**config.mk**
```make
export PLATFORM = sky130hd
export DESIGN_NAME = render_cmd_master
export DESIGN_NICKNAME = d
export VERILOG_FILES = /design/src/rtl/render_pkg.sv /design/src/rtl/render_cmd_fifo.sv /design/src/rtl/render_cmd_master.sv
export SDC_FILE = /design/constraint.sdc
export NUM_CORES = 1
export LEC_CHECK = 0
export CAP_MARGIN = 20
export CORE_ASPECT_RATIO = 0.9
export CORE_MARGIN = 8
export CORE_UTILIZATION = 50
export CTS_CLUSTER_SIZE = 8
export DETAILED_ROUTE_END_ITERATION = 8
export HOLD_SLACK_MARGIN = 0.03
export PLACE_DENSITY = 0.8
export SYNTH_ARGS = -nofsm -noshare
export SYNTH_HDL_FRONTEND = slang
export SYNTH_SLANG_ARGS = --single-unit
```
**constraint.sdc**
```tcl
create_clock -name clk -period 8.6 [get_ports clk]
set_clock_uncertainty 0.05 [all_clocks]
set_input_delay 2.15 -clock clk [delete_from_list [all_inputs] [get_ports clk]]
set_output_delay 2.15 -clock clk [all_outputs]
set_load 0.005 [all_outputs]
```
**src/rtl/render_pkg.sv**
```systemverilog
// Shared types and register map for the render command master.
package render_pkg;

    localparam logic [3:0] ADDR_X    = 4'd1;
    localparam logic [3:0] ADDR_Y    = 4'd2;
    localparam logic [3:0] ADDR_NEG  = 4'd3;
    localparam logic [3:0] ADDR_TEX  = 4'd4;
    localparam logic [3:0] ADDR_PLOT = 4'd6;

    typedef enum logic [2:0] {
        ST_IDLE,
        ST_TEX,
        ST_NEG_SET,
        ST_X,
        ST_Y,
        ST_NEG_CLR,
        ST_PLOT
    } state_t;

    typedef struct packed {
        logic [7:0] tex;
        logic [8:0] x;
        logic [7:0] y;
        logic       neg;
    } cmd_t;

endpackage

```
**src/rtl/render_cmd_fifo.sv**
```systemverilog
// Synchronous command FIFO of cmd_t entries with full/empty flags.
module render_cmd_fifo
    import render_pkg::*;
#(
    parameter int DEPTH = 8
) (
    input  logic clk,
    input  logic rst_n,
    input  logic i_push,
    input  cmd_t i_data,
    input  logic i_pop,
    output cmd_t o_data,
    output logic o_full,
    output logic o_empty
);

    localparam int AW = $clog2(DEPTH);

    cmd_t           r_mem [DEPTH];
    logic [AW-1:0]  r_wrPtr;
    logic [AW-1:0]  r_rdPtr;
    logic [AW:0]    r_count;
    logic           w_doPush;
    logic           w_doPop;

    assign o_full   = (r_count == (AW+1)'(DEPTH));
    assign o_empty  = (r_count == '0);
    // A push into a full FIFO is only legal when a pop frees the slot.
    assign w_doPush = i_push && (!o_full || i_pop);
    assign w_doPop  = i_pop && !o_empty;
    assign o_data   = r_mem[r_rdPtr];

    always_ff @(posedge clk) begin
        if (w_doPush) begin
            r_mem[r_wrPtr] <= i_data;
        end
    end

    always_ff @(posedge clk or negedge rst_n) begin
        if (!rst_n) begin
            r_wrPtr <= '0;
            r_rdPtr <= '0;
            r_count <= '0;
        end else begin
            if (w_doPush) r_wrPtr <= r_wrPtr + 1'b1;
            if (w_doPop)  r_rdPtr <= r_rdPtr + 1'b1;
            case ({w_doPush, w_doPop})
                2'b10:   r_count <= r_count + 1'b1;
                2'b01:   r_count <= r_count - 1'b1;
                default: r_count <= r_count;
            endcase
        end
    end

endmodule

```
**src/rtl/render_cmd_master.sv**
```systemverilog
// Avalon-MM initiator expanding queued draw commands into render register writes.
// Define RENDER_CMD_SKIP_EN to suppress writes that repeat the last accepted tex/x/y.
module render_cmd_master
    import render_pkg::*;
#(
    parameter int DEPTH = 8,
    parameter int CNT_W = 16
) (
    input  logic             clk,
    input  logic             rst_n,
    input  logic             cmd_valid,
    output logic             cmd_ready,
    input  logic [7:0]       cmd_tex,
    input  logic [8:0]       cmd_x,
    input  logic [7:0]       cmd_y,
    input  logic             cmd_neg,
    output logic [3:0]       master_address,
    output logic             master_write,
    output logic [31:0]      master_writedata,
    output logic             master_read,
    input  logic             master_waitrequest,
    output logic             busy,
    output logic [CNT_W-1:0] plots_done
);

    state_t           r_state;
    state_t           w_nextState;
    state_t           w_afterTex;
    cmd_t             r_cmd;
    cmd_t             w_fifoIn;
    cmd_t             w_fifoOut;
    logic             w_full;
    logic             w_empty;
    logic             w_pop;
    logic             w_accept;
    logic             w_skipTex;
    logic             w_skipX;
    logic             w_skipY;
    logic [CNT_W-1:0] r_plots;

    assign w_fifoIn    = '{tex: cmd_tex, x: cmd_x, y: cmd_y, neg: cmd_neg};
    assign cmd_ready   = !w_full;
    assign busy        = (r_state != ST_IDLE) || !w_empty;
    assign master_read = 1'b0;
    assign plots_done  = r_plots;
    assign w_accept    = master_write && !master_waitrequest;
    assign w_afterTex  = r_cmd.tex[7] ? ST_PLOT : (r_cmd.neg ? ST_NEG_SET : ST_X);

    render_cmd_fifo #(.DEPTH(DEPTH)) u_fifo (
        .clk     (clk),
        .rst_n   (rst_n),
        .i_push  (cmd_valid && cmd_ready),
        .i_data  (w_fifoIn),
        .i_pop   (w_pop),
        .o_data  (w_fifoOut),
        .o_full  (w_full),
        .o_empty (w_empty)
    );

`ifdef RENDER_CMD_SKIP_EN
    logic [7:0] r_shTex;
    logic [8:0] r_shX;
    logic [7:0] r_shY;
    logic       r_shTexV;
    logic       r_shXV;
    logic       r_shYV;

    // Negative commands always rewrite X/Y, so they poison the shadows.
    assign w_skipTex = r_shTexV && (r_shTex == r_cmd.tex);
    assign w_skipX   = !r_cmd.neg && r_shXV && (r_shX == r_cmd.x);
    assign w_skipY   = !r_cmd.neg && r_shYV && (r_shY == r_cmd.y);

    always_ff @(posedge clk or negedge rst_n) begin
        if (!rst_n) begin
            r_shTex  <= '0;
            r_shX    <= '0;
            r_shY    <= '0;
            r_shTexV <= 1'b0;
            r_shXV   <= 1'b0;
            r_shYV   <= 1'b0;
        end else if (w_accept) begin
            if (r_state == ST_TEX) begin
                r_shTex  <= r_cmd.tex;
                r_shTexV <= 1'b1;
            end
            if (r_state == ST_X) begin
                r_shX  <= r_cmd.x;
                r_shXV <= !r_cmd.neg;
            end
            if (r_state == ST_Y) begin
                r_shY  <= r_cmd.y;
                r_shYV <= !r_cmd.neg;
            end
        end
    end
`else
    assign w_skipTex = 1'b0;
    assign w_skipX   = 1'b0;
    assign w_skipY   = 1'b0;
`endif

    always_ff @(posedge clk or negedge rst_n) begin
        if (!rst_n) begin
            r_state <= ST_IDLE;
            r_cmd   <= '0;
            r_plots <= '0;
        end else begin
            r_state <= w_nextState;
            if (w_pop) r_cmd <= w_fifoOut;
            if (r_state == ST_PLOT && w_accept) r_plots <= r_plots + CNT_W'(1);
        end
    end

    // Outputs are decoded from state and the held command, so they stay
    // stable for as long as waitrequest stalls a beat.
    always_comb begin
        w_nextState      = r_state;
        w_pop            = 1'b0;
        master_write     = 1'b0;
        master_address   = '0;
        master_writedata = '0;
        unique case (r_state)
            ST_IDLE: begin
                if (!w_empty) begin
                    w_pop       = 1'b1;
                    w_nextState = ST_TEX;
                end
            end
            ST_TEX: begin
                master_address   = ADDR_TEX;
                master_writedata = {24'd0, r_cmd.tex};
                master_write     = !w_skipTex;
                if (w_skipTex || w_accept) w_nextState = w_afterTex;
            end
            ST_NEG_SET: begin
                master_address   = ADDR_NEG;
                master_writedata = 32'd1;
                master_write     = 1'b1;
                if (w_accept) w_nextState = ST_X;
            end
            ST_X: begin
                master_address   = ADDR_X;
                master_writedata = {23'd0, r_cmd.x};
                master_write     = !w_skipX;
                if (w_skipX || w_accept) w_nextState = ST_Y;
            end
            ST_Y: begin
                master_address   = ADDR_Y;
                master_writedata = {24'd0, r_cmd.y};
                master_write     = !w_skipY;
                if (w_skipY || w_accept) w_nextState = r_cmd.neg ? ST_NEG_CLR : ST_PLOT;
            end
            ST_NEG_CLR: begin
                master_address   = ADDR_NEG;
                master_writedata = 32'd0;
                master_write     = 1'b1;
                if (w_accept) w_nextState = ST_PLOT;
            end
            ST_PLOT: begin
                master_address   = ADDR_PLOT;
                master_writedata = 32'd0;
                master_write     = 1'b1;
                if (w_accept) begin
                    if (!w_empty) begin
                        w_pop       = 1'b1;
                        w_nextState = ST_TEX;
                    end else begin
                        w_nextState = ST_IDLE;
                    end
                end
            end
            default: w_nextState = ST_IDLE;
        endcase
    end

endmodule

```
Yosys cells after proc, flatten, opt, wreduce, memory -nomap -nowiden
Memories as Yosys holds them, arrays and structs flattened. A register that Yosys moved wholly into a read port is not among the register bits. Index checks and enable logic that the tools add are counted.

Input port bits: 30. Memory bits (writable): 208. Memories kept: 1. Register bits: 29. Logic and storage cells: 66. Output and inout bits: 56.

Memories: u_fifo.r_mem (words 8, width 26, rd ports 1, clocked after memory_dff 1, write ports 1, line render_cmd_fifo.sv:19) `cmd_t r_mem [DEPTH];`.

Equal/unequal tests: 16. Reductions and logical operators: 18. $add $sub $neg: 5. Mux-type cells: 21.

Operators with widths (count): 9-bit one-hot mux with 4 select lines (1); 3-bit 2-to-1 mux (8); 3-bit one-hot mux with 7 select lines (1); 16-bit by 1-bit adder with 16-bit output (second input constant) (1); 3-bit one-hot mux with 5 select lines (1); 2-bit != test (second input constant) (7); 3-bit equality test (second input constant) (3); 4-bit one-hot mux with 2 select lines (1); 1-bit 2-to-1 mux (7); 7-bit AND reduction (1); 3-bit by 1-bit adder with 3-bit output (second input constant) (2); 3-bit by 2-bit equality test with 1-bit output (second input constant) (2); 6-bit OR reduction (1); 1-bit logical AND (5); 4-bit by 1-bit adder with 4-bit output (second input constant) (1); 4-bit equality test (second input constant) (1); 1-bit zero test (4); 4-bit zero test (1); 4-bit by 1-bit subtractor with 4-bit output (second input constant) (1); 3-bit by 1-bit equality test with 1-bit output (second input constant) (1); 3-bit zero test (1); 3-bit nonzero test (1); 2-bit by 1-bit equality test with 1-bit output (second input constant) (1); 2-bit equality test (second input constant) (1); 5 further kinds (6).

Logic depth before layout (Yosys ltp)
Gate-level depths: netlist (run 1).

Depth after elaboration: 10. Depth in mapped cells: 12. Depth with buffers taken out: 9.

Cells and area by module
A second synthesis (run 1) with hierarchy kept.

Cells, all modules: 585. Area, all modules: 10855.4 µm².

Modules (own cells, without submodules): render_cmd_fifo (area an instance 8463.1 µm², sequential area each 6496.2 µm², cells each 368, times used 1); render_cmd_master (area an instance 2392.3 µm², sequential area each 1126.1 µm², cells each 217, times used 1).

Least setup slack after synthesis (run 1)
No wires, ideal clock.

Path type: input to register. Start: input cmd_valid. End: memory u_fifo.r_mem[0][0] in the netlist's numbering (enable). Arrival time: 4.815 ns. Data required time: 8.075 ns. Setup time: 0.475 ns. Path buffers: 0. Setup slack: 3.260 ns. Stages: 2. Path through: nand2_1 > nor4_1.

Word-level cells in the longest chain between the ends: 4.

Ends and longest elaborated chain: from (decl) (line render_cmd_master.sv:11) `input logic cmd_valid,`; 1-bit logical AND (line render_cmd_master.sv:52) `.i_push (cmd_valid && cmd_ready),`; 1-bit logical AND (line render_cmd_fifo.sv:29) `assign w_doPush = i_push && (!o_full || i_pop);`; 1-bit 2-to-1 mux (line render_cmd_fifo.sv:34) `if (w_doPush) begin`; 1-bit 2-to-1 mux (implied by the code) (line render_cmd_fifo.sv:35) `r_mem[r_wrPtr] <= i_data;`; to (decl) (line render_cmd_fifo.sv:19).

Every way passes these cells.

Worst setup path after layout (run 1)
Start: register r_state[1]. End: output master_writedata[7].

Word-level cells in the longest chain between the ends: 2. Elaborated cells between the ends (all ways): 5. Those cells by class: eq/ne: 4; mux: 1.

Ends and longest elaborated chain: from (decl) (line render_cmd_master.sv:26) `state_t r_state;`; from (signal assigned) (line render_cmd_master.sv:108) `r_state <= w_nextState;`; 3-bit equality test, or another cell as far along (line render_cmd_master.sv:122) `unique case (r_state)`; 9-bit one-hot mux with 4 select lines * (line render_cmd_master.sv:122); to (decl) (line render_cmd_master.sv:19) `output logic [31:0] master_writedata,`.

Mark *: on every way between the ends. The rest lies on a longest branch, timed or not.

==> impl_summary.md, run 1 <==
Clock network
Clock tree synthesis selected as its root buffer the cell clkbuf_16. The number of CTS-inserted buffers is 38. At the later pin of the worst-skew pair, clock insertion delay measures 0.52 ns. No sink is reached through more buffers than the 3 on the longest clock path. The total number of clock tree sinks is 263.

The number of H-tree levels is 2. The number of setup buffers added after CTS is 0. The post-cts resize count is 0. TritonCTS built the clock tree. The clock edge transition at the registers on the reported setup and hold paths is 0.05 ns. For this design, the CTS-stage hold fixing added 0 buffers.

Yosys
The post-synthesis cell area is 0.0108 sq mm. The share of the synthesized area in the top cell type is 0.580. Synthesis handed over a netlist of 608 instances.

For this run, the leading register cell type out of synthesis is edfxtp_1. The count of flip-flops with a built-in enable after synthesis is 208. The leading area contributor after synthesis is edfxtp_1.

In this run, distinct cell masters in the synthesized netlist total 46. Ranked by total cell area, the synthesized netlist is headed by edfxtp_1 (58%), dfrtp_1 (13%), mux4_2 (11%). The portion of the post-synthesis area used by sequential elements is 0.708. The synthesis warning total is 0. The synthesis-stage register bit count is 263. The per-instance average area after synthesis is 17.7 sq um. After synthesis, the share of flip-flops with an asynchronous set or reset is 0.209.

Route
The length of the first detailed-routing pass in iterations is 5. The count of nets left with antenna violations once routing finished came out at 0. The final layout contains routed wiring with a total length of 21800 microns. For this run, design rule violations remaining after detail routing come to 0. The mean number of vias per cell is 5.62. The mean routed wirelength per cell is 21.5 microns. In this run, the number of DRC markers left after iteration 0 of detailed routing was 512.

Across all layers, the routed design uses 5690 vias.

Critical path
The startpoint type of the worst setup path is a flop. The worst setup path category is flop to output pin. The delay of the slowest cell on the worst path is 0.75 ns. Traced cell by cell, the critical path runs through nor3b_2, nand2_1, o21ai_0, clkdlybuf4s50_1. The number of buffers and inverters on the critical path is 1.

The kind of capture point of the worst setup path is an output pin. The largest individual stage delay along the critical path comes from the cell dfrtp_1. Grouping stages by cell kind, the critical path spends the most delay in simple AND/OR/NAND/NOR gates. In this run the critical register-to-register path is launched from r_state[1]. The required time of the critical path is 6.40 ns.

The arrival time at the worst endpoint is 2.97 ns. In this run the worst path has a maximum fanout of 25. Tracing the worst setup path back leads to its startpoint at r_state[1].

STA
Dividing the final minimum period by the clock period gives 0.601. Setup repair after global routing left no endpoint under its margin. The slew of the pin with the lowest slew margin is 1.02 ns.

The time the worst path needs with I/O delays and setup is 5.17 ns. The total negative slack is 0 ns. The number of pins with negative max-slew slack in the final report is 0.

Setup violations remaining at the end of the flow were counted as 0. Derived from the worst setup path, the maximum achievable clock frequency is 0.193 GHz. The hold violation count in the final report is 0.

The least setup slack across all paths after layout is 3.43 ns. Measured against its own limit, the worst slew margin works out to 0.323.

Min path
The worst hold path belongs to the class flop to flop. The start point of the worst hold path is r_cmd[14].

Placed design
The setup slack after placement is 3.01 ns. At the end of routability-driven placement, the weighted congestion stood at 0.787. The estimated wirelength of the detail-placed design is 12700 microns. The count of buffers from port buffering is 60.

Layout
The number of antenna diodes in the final layout is 0. The area growth from synthesis to final layout is 18.0%. Of the cells placed in the final design, the portion with a size suffix greater than 1 is 0.183.

The net total in the final layout is 729.

Floorplan
The die extent in y is 155 microns. The initial utilization of the core area, before any placement, comes to 0.504. The die footprint is 0.0265 sq mm.

The count of boundary I/O pins is 86. The standard-cell row count is 51. The floorplan step set the die width to 171 microns. The placeable core area is 0.0214 sq mm.

Global routing
The number of global-route vias before repair is 5873. The total global routing track utilization is 0.166. The first global-routing pass estimated 33400 microns of wire. After global routing the overflow that remains totals 0. The number of antenna violations at the first check in global routing was 0.

The largest net degree at the start of global routing is 57.

Outcome
The run finished with clean final reports.

Pwr
The leakage power figure is 4.52 nW. The areal power density over the cells is 343 mW/mm^2. VDD sags by at most 0.224 mV.

Flow run
The max-cap violation count is 0.
where the power goes:
part / leakage [nW] / switching, mW / internal, mW / total (mW)
logic: 1.42 / 0.595 / 0.573 / 1.17
registers: 2.58 / 0.214 / 1.63 / 1.85
clock network: 0.519 / 0.516 / 0.832 / 1.35
total: 4.52 / 1.33 / 3.04 / 4.36
logic make-up after synthesis:
family,Yosys count,synth area share
mux,88,0.142
flops,263,0.708
buf+inv,65,0.0394
compound gates,54,0.0280
fa+ha+maj,7,0.00883
xor+xnor,21,0.0171
other cells,1,0.000348
simple gates,109,0.0559
worst paths after layout:
path | end | slack, ns | cells past startpoint
max | master_writedata[7] | 3.43 | 4
min | r_cmd[14] | 0.43 | 2
max reg2reg | u_fifo.r_count[3] | 5.44 | 8
min reg2reg | r_cmd[14] | 0.43 | 2
max in group asynchronous | u_fifo.r_rdPtr[0] | 6.21 | 2
min in group asynchronous | u_fifo.r_count[0] | 1.72 | 2
worst register-to-register path, cell delays in order, from the launching register on:
cell and delay, ns:
dfrtp_1 1.00, and4bb_2 0.42, o21bai_4 0.11, inv_1 0.08, ha_1 0.29, ha_1 0.28, a21oi_1 0.24, o21ai_0 0.19
o311ai_0 0.38
cells in the final DEF (no fill, tap or decap), types with 2 or more instances in the layout:
cell type | netlist | final
nor4_4 | 3 | 3
a21oi_1 | 4 | 4
nor3_1 | 6 | 2
nor2_2 | 0 | 3
buf_4 | 32 | 13
xor2_1 | 7 | 7
a211oi_1 | 2 | 2
nor2_1 | 12 | 9
conb_1 | 1 | 25
or3_1 | 2 | 2
o21ai_1 | 4 | 4
nand2b_1 | 5 | 5
and3_1 | 2 | 2
mux2_2 | 2 | 2
mux2i_1 | 34 | 34
clkdlybuf4s50_1 | 0 | 59
xnor2_1 | 14 | 14
dfrtp_1 | 55 | 53
nand3_1 | 6 | 6
mux4_2 | 52 | 52
clkbuf_16 | 0 | 38
inv_1 | 10 | 10
o21ai_0 | 37 | 37
ha_1 | 6 | 6
edfxtp_1 | 208 | 208
nand4_1 | 3 | 3
nor4_1 | 3 | 2
clkbuf_1 | 5 | 29
nor3_2 | 2 | 6
nand2_1 | 55 | 55
o31ai_1 | 2 | 2
area by class of cell:
type / instances / area (sq um)
inverter: 10 / 37.5
clock inverter: 2 / 36.3
timing repair buffer: 75 / 724
multi-input combinational: 304 / 2860
sequential: 263 / 7630
fill: 1531 / 8670
clock buffer: 67 / 1060
tap: 291 / 364
synth_stat cells (all sizes together), types with 4 or more instances:
master / count
dfrtp: 55
nand2: 55
clkbuf: 5
nor4: 6
nand4: 4
nor3: 8
nand3: 6
nor2: 12
xnor2: 14
o21ai: 41
inv: 10
mux4: 52
nand2b: 5
buf: 50
ha: 6
a21oi: 4
xor2: 7
edfxtp: 208
mux2i: 34
layer usage:
layer  up-vias  global-route usage  wire length [microns]
li1       2476                   -                      -
met1      2903               0.219                   8720
met2       272               0.271                  10800
met3        39              0.0339                   1830
met4         0              0.0551                    428
met5         -                   0                      0
flip-flops by register name (all words and copies together) (netlist names):
signal / flops
plots_done: 16
r_cmd: 26
r_state: 3
u_fifo.r_count: 4
u_fifo.r_mem: 208
u_fifo.r_rdPtr: 3
u_fifo.r_wrPtr: 3
metrics by stage:
step | instances | hold WS [ns] | utilization | total power [mW] | cell area [sq um]
after detailed placement | 942 | 0.426 | 0.542 | 3.02 | 11600
after CTS | 1011 | 0.440 | 0.593 | 4.39 | 12700
after floorplan | 632 | 0.398 | - | 2.65 | 10900
after global routing | 1012 | 0.461 | 0.594 | 4.58 | 12700
after global placement | 941 | 0.413 | 0.542 | 2.96 | 11600
final | 1012 | 0.433 | 0.594 | 4.36 | 12700
Note: power is estimated with default switching activity, not from simulation.
==> inputs of run 2 (changes only) <==
--- a/config.mk
+++ b/config.mk
@@ -12,7 +12,7 @@
 export CTS_CLUSTER_SIZE = 8
 export DETAILED_ROUTE_END_ITERATION = 8
 export HOLD_SLACK_MARGIN = 0.03
-export PLACE_DENSITY = 0.8
+export PLACE_DENSITY = 0.83
 export SYNTH_ARGS = -nofsm -noshare
 export SYNTH_HDL_FRONTEND = slang
 export SYNTH_SLANG_ARGS = --single-unit
==> constraint.sdc (replaced) <==
create_clock -name clk -period 4.5 [get_ports clk]
set_clock_uncertainty 0.05 [all_clocks]
set_input_delay 1.125 -clock clk [delete_from_list [all_inputs] [get_ports clk]]
set_output_delay 1.125 -clock clk [all_outputs]
set_load 0.005 [all_outputs]
==> run 2 against run 1 <==
  * Clock power rose by 91%
  * Via count fell by 1.3%
  * Worst hold slack lost 0.020 ns
  * Final cell count is 0.20% lower
  * Critical endpoint is now master_writedata[1]
  * Largest power group unchanged
==> impl_summary.md, run 2 (synthesis gave the netlist of run 1 again) <==
Global routing
The global route total overflow is 0. The largest net degree at the start of global routing is 56. The first-pass GRT wire length is 34400 microns.

The number of global-route vias before repair came to 5966. The total global routing track utilization is 0.172. The number of antenna violations at the first check in global routing is 1.

Pwr
The switching power is 2.53 mW. Of the total power, combinational logic draws 0.272. VDD sags by at most 0.378 mV.

The leakage power figure is 4.52 nW. The clock network fraction of total power is 0.309. The total power after layout is 8.36 mW. The sequential share of power is 0.419.

The areal power density over the cells is 658 mW/mm^2. Of the total power, the share spent switching nets is 0.302. The internal portion of total power is 5.84 mW.

Clock network
The post-cts resize count is 0. The number of clock buffers added by TritonCTS is 38. The number of H-tree levels is 2. No sink is reached through more buffers than the 3 on the longest clock path. The tree is rooted in a clkbuf_16. Post-CTS timing repair inserted 0 buffers for setup.

The clock latency on the worst-skew pair is 0.51 ns. The total number of clock tree sinks is 263. Hold repair after CTS inserted 0 buffers.

After clock tree synthesis, the clock-pin slew on the worst setup and hold paths is 0.05 ns. TritonCTS built the clock tree.

Placed design
Routability-driven placement finished with a final weighted congestion of 0.840. The estimated wirelength of the detail-placed design is 12500 microns. The count of buffers from port buffering is 60.

At the placement stage, the worst setup path has a slack of 0.757 ns.

Floorplan
The floorplan step defined a core boundary enclosing 0.0214 sq mm. The standard-cell row count is 51. The count of boundary I/O pins is 86. The width of the chip is 171 microns. From bottom edge to top edge, the die measures 155 microns. The die covers 0.0265 sq mm. For this configuration, the core starts out at a cell density of 0.504.

STA
The max-slew headroom at the worst pin is 0.245. Setup repair after global routing left no endpoint under its margin. The slew of the pin with the lowest slew margin is 1.13 ns. Of the available clock period, the critical path in the final layout requires 0.873. The highest clock rate is 0.255 GHz. The hold violation count in the final report was 0. Setup violations remaining at the end of the flow were counted as 0.

Across all setup checks in the final design, the least slack found is 0.573 ns. The number of pins with negative max-slew slack in the final report was 0. In the final timing run, aggregate negative setup slack is 0 ns. The time the worst path needs with I/O delays and setup is 3.93 ns.

Route
The overall routed net length is 22200 microns. The detailed router finished its first iteration with 487 violations. The mean routed wirelength per cell is 22.0 microns. The total number of vias is 5617. Once detail routing completed, the nets flagged for antenna violations numbered 0.

Dividing the detail-routed via count by the number of cells gives 5.56. The length of the first detailed-routing pass in iterations is 5. After detailed routing, the number of remaining DRC violations is 0.

Critical path
The start of the worst register-to-register path is r_state[0]. The count of cells along the worst register-to-register path is 9. Data on the critical path arrives at its endpoint at 2.75 ns. The worst setup path is launched from a flop. The worst setup path category is flop to output pin. The required time of the critical path is 3.32 ns.

The endpoint identified for the worst register-to-register timing path is u_fifo.r_count[3]. The kind of capture point of the worst setup path is an output pin. The top fanout value on the critical path is 18. The setup slack of the worst register-to-register path is 1.73 ns.

Min path
The worst min-delay path category is flop to flop. The worst hold path endpoint is plots_done[15]. The startpoint identified for the worst hold timing path is plots_done[15].

Along the worst hold path, the cell count comes to 1.

Layout
The register with the most flip-flops in the final layout is u_fifo.r_mem. The net total in the final layout is 728. The top cell types in the final layout, fill and taps aside, are edfxtp_1 (208), clkdlybuf4s50_1 (59), nand2_1 (55). The number of antenna diodes in the final layout is 0. At the end of the flow the core is filled with cells to 0.595. The commonest non-fill, non-tap cell in the layout is edfxtp_1. Counting the fill cells in the layout gives 1519. The number of flip-flops in the largest register is 208. From synthesis to final layout, the design area changed by 18.1%. The fraction of final layout cells with drive strength greater than 1 is 0.184.

Outcome
The run finished with clean final reports.

Flow run
The tool flagged a number of max-cap violations equal to 0.
run 2: changes by cell type in the layout (fill, tap and decap cells not counted), sizes merged:
cell and change:
clkbuf -1, clkinv -1, buf -1, inv +1
run 2: power groups by stage:
stage / sequential (mW) / combinational [mW] / clock, mW
after CTS: 3.62 / 2.15 / 2.63
after global routing: 3.55 / 2.49 / 2.74
after floorplan: 3.31 / 1.76 / 0
after global placement: 3.61 / 2.02 / 0
after detailed placement: 3.65 / 2.11 / 0
final: 3.50 / 2.28 / 2.58
run 2: how the worst max path moves through the flow:
| stage | from | end | slack, ns | cells after the start |
|---|---|---|---|---|
| after floorplan | cmd_valid | u_fifo.r_mem[0][0] | 0.19 | 2 |
| after global placement | master_waitrequest | u_fifo.r_count[3] | 0.97 | 9 |
| after detailed placement | master_waitrequest | u_fifo.r_count[3] | 0.76 | 10 |
| after CTS | r_state[2] | master_writedata[1] | 0.59 | 4 |
| after global routing | r_state[2] | master_writedata[1] | 0.41 | 4 |
| final | r_state[2] | master_writedata[1] | 0.57 | 4 |
run 2: cell type report:
cell class,count,area (sq um),area share
clock buffer,66,1080,0.0848
clock inverter,2,28.8,0.00226
inverter,10,37.5,0.00295
multi-input combinational,304,2860,0.225
sequential,263,7630,0.600
tap,291,364,0.0286
timing repair buffer,74,721,0.0567
run 2: through the flow:
stage,hold slack [ns],instances,cell area (sq um)
floorplan,0.398,632,10900
global placement,0.412,941,11600
detailed placement,0.411,941,11600
CTS,0.422,1009,12700
global route,0.446,1010,12700
finish,0.414,1010,12700
run 2: worst max-delay path, cell delays in order, from the launching register on:
cell	delay (ns)
dfrtp_1	0.65
nor3b_2	0.67
nand2_1	0.11
o21ai_0	0.21
clkdlybuf4s50_1	0.61
run 2: per-layer routing:
metal	part of all wire	track usage	routed length (microns)
met5	0.00059	0	13
met4	0.020	0.0522	454
met3	0.074	0.0393	1650
met2	0.50	0.296	11200
met1	0.40	0.213	8880
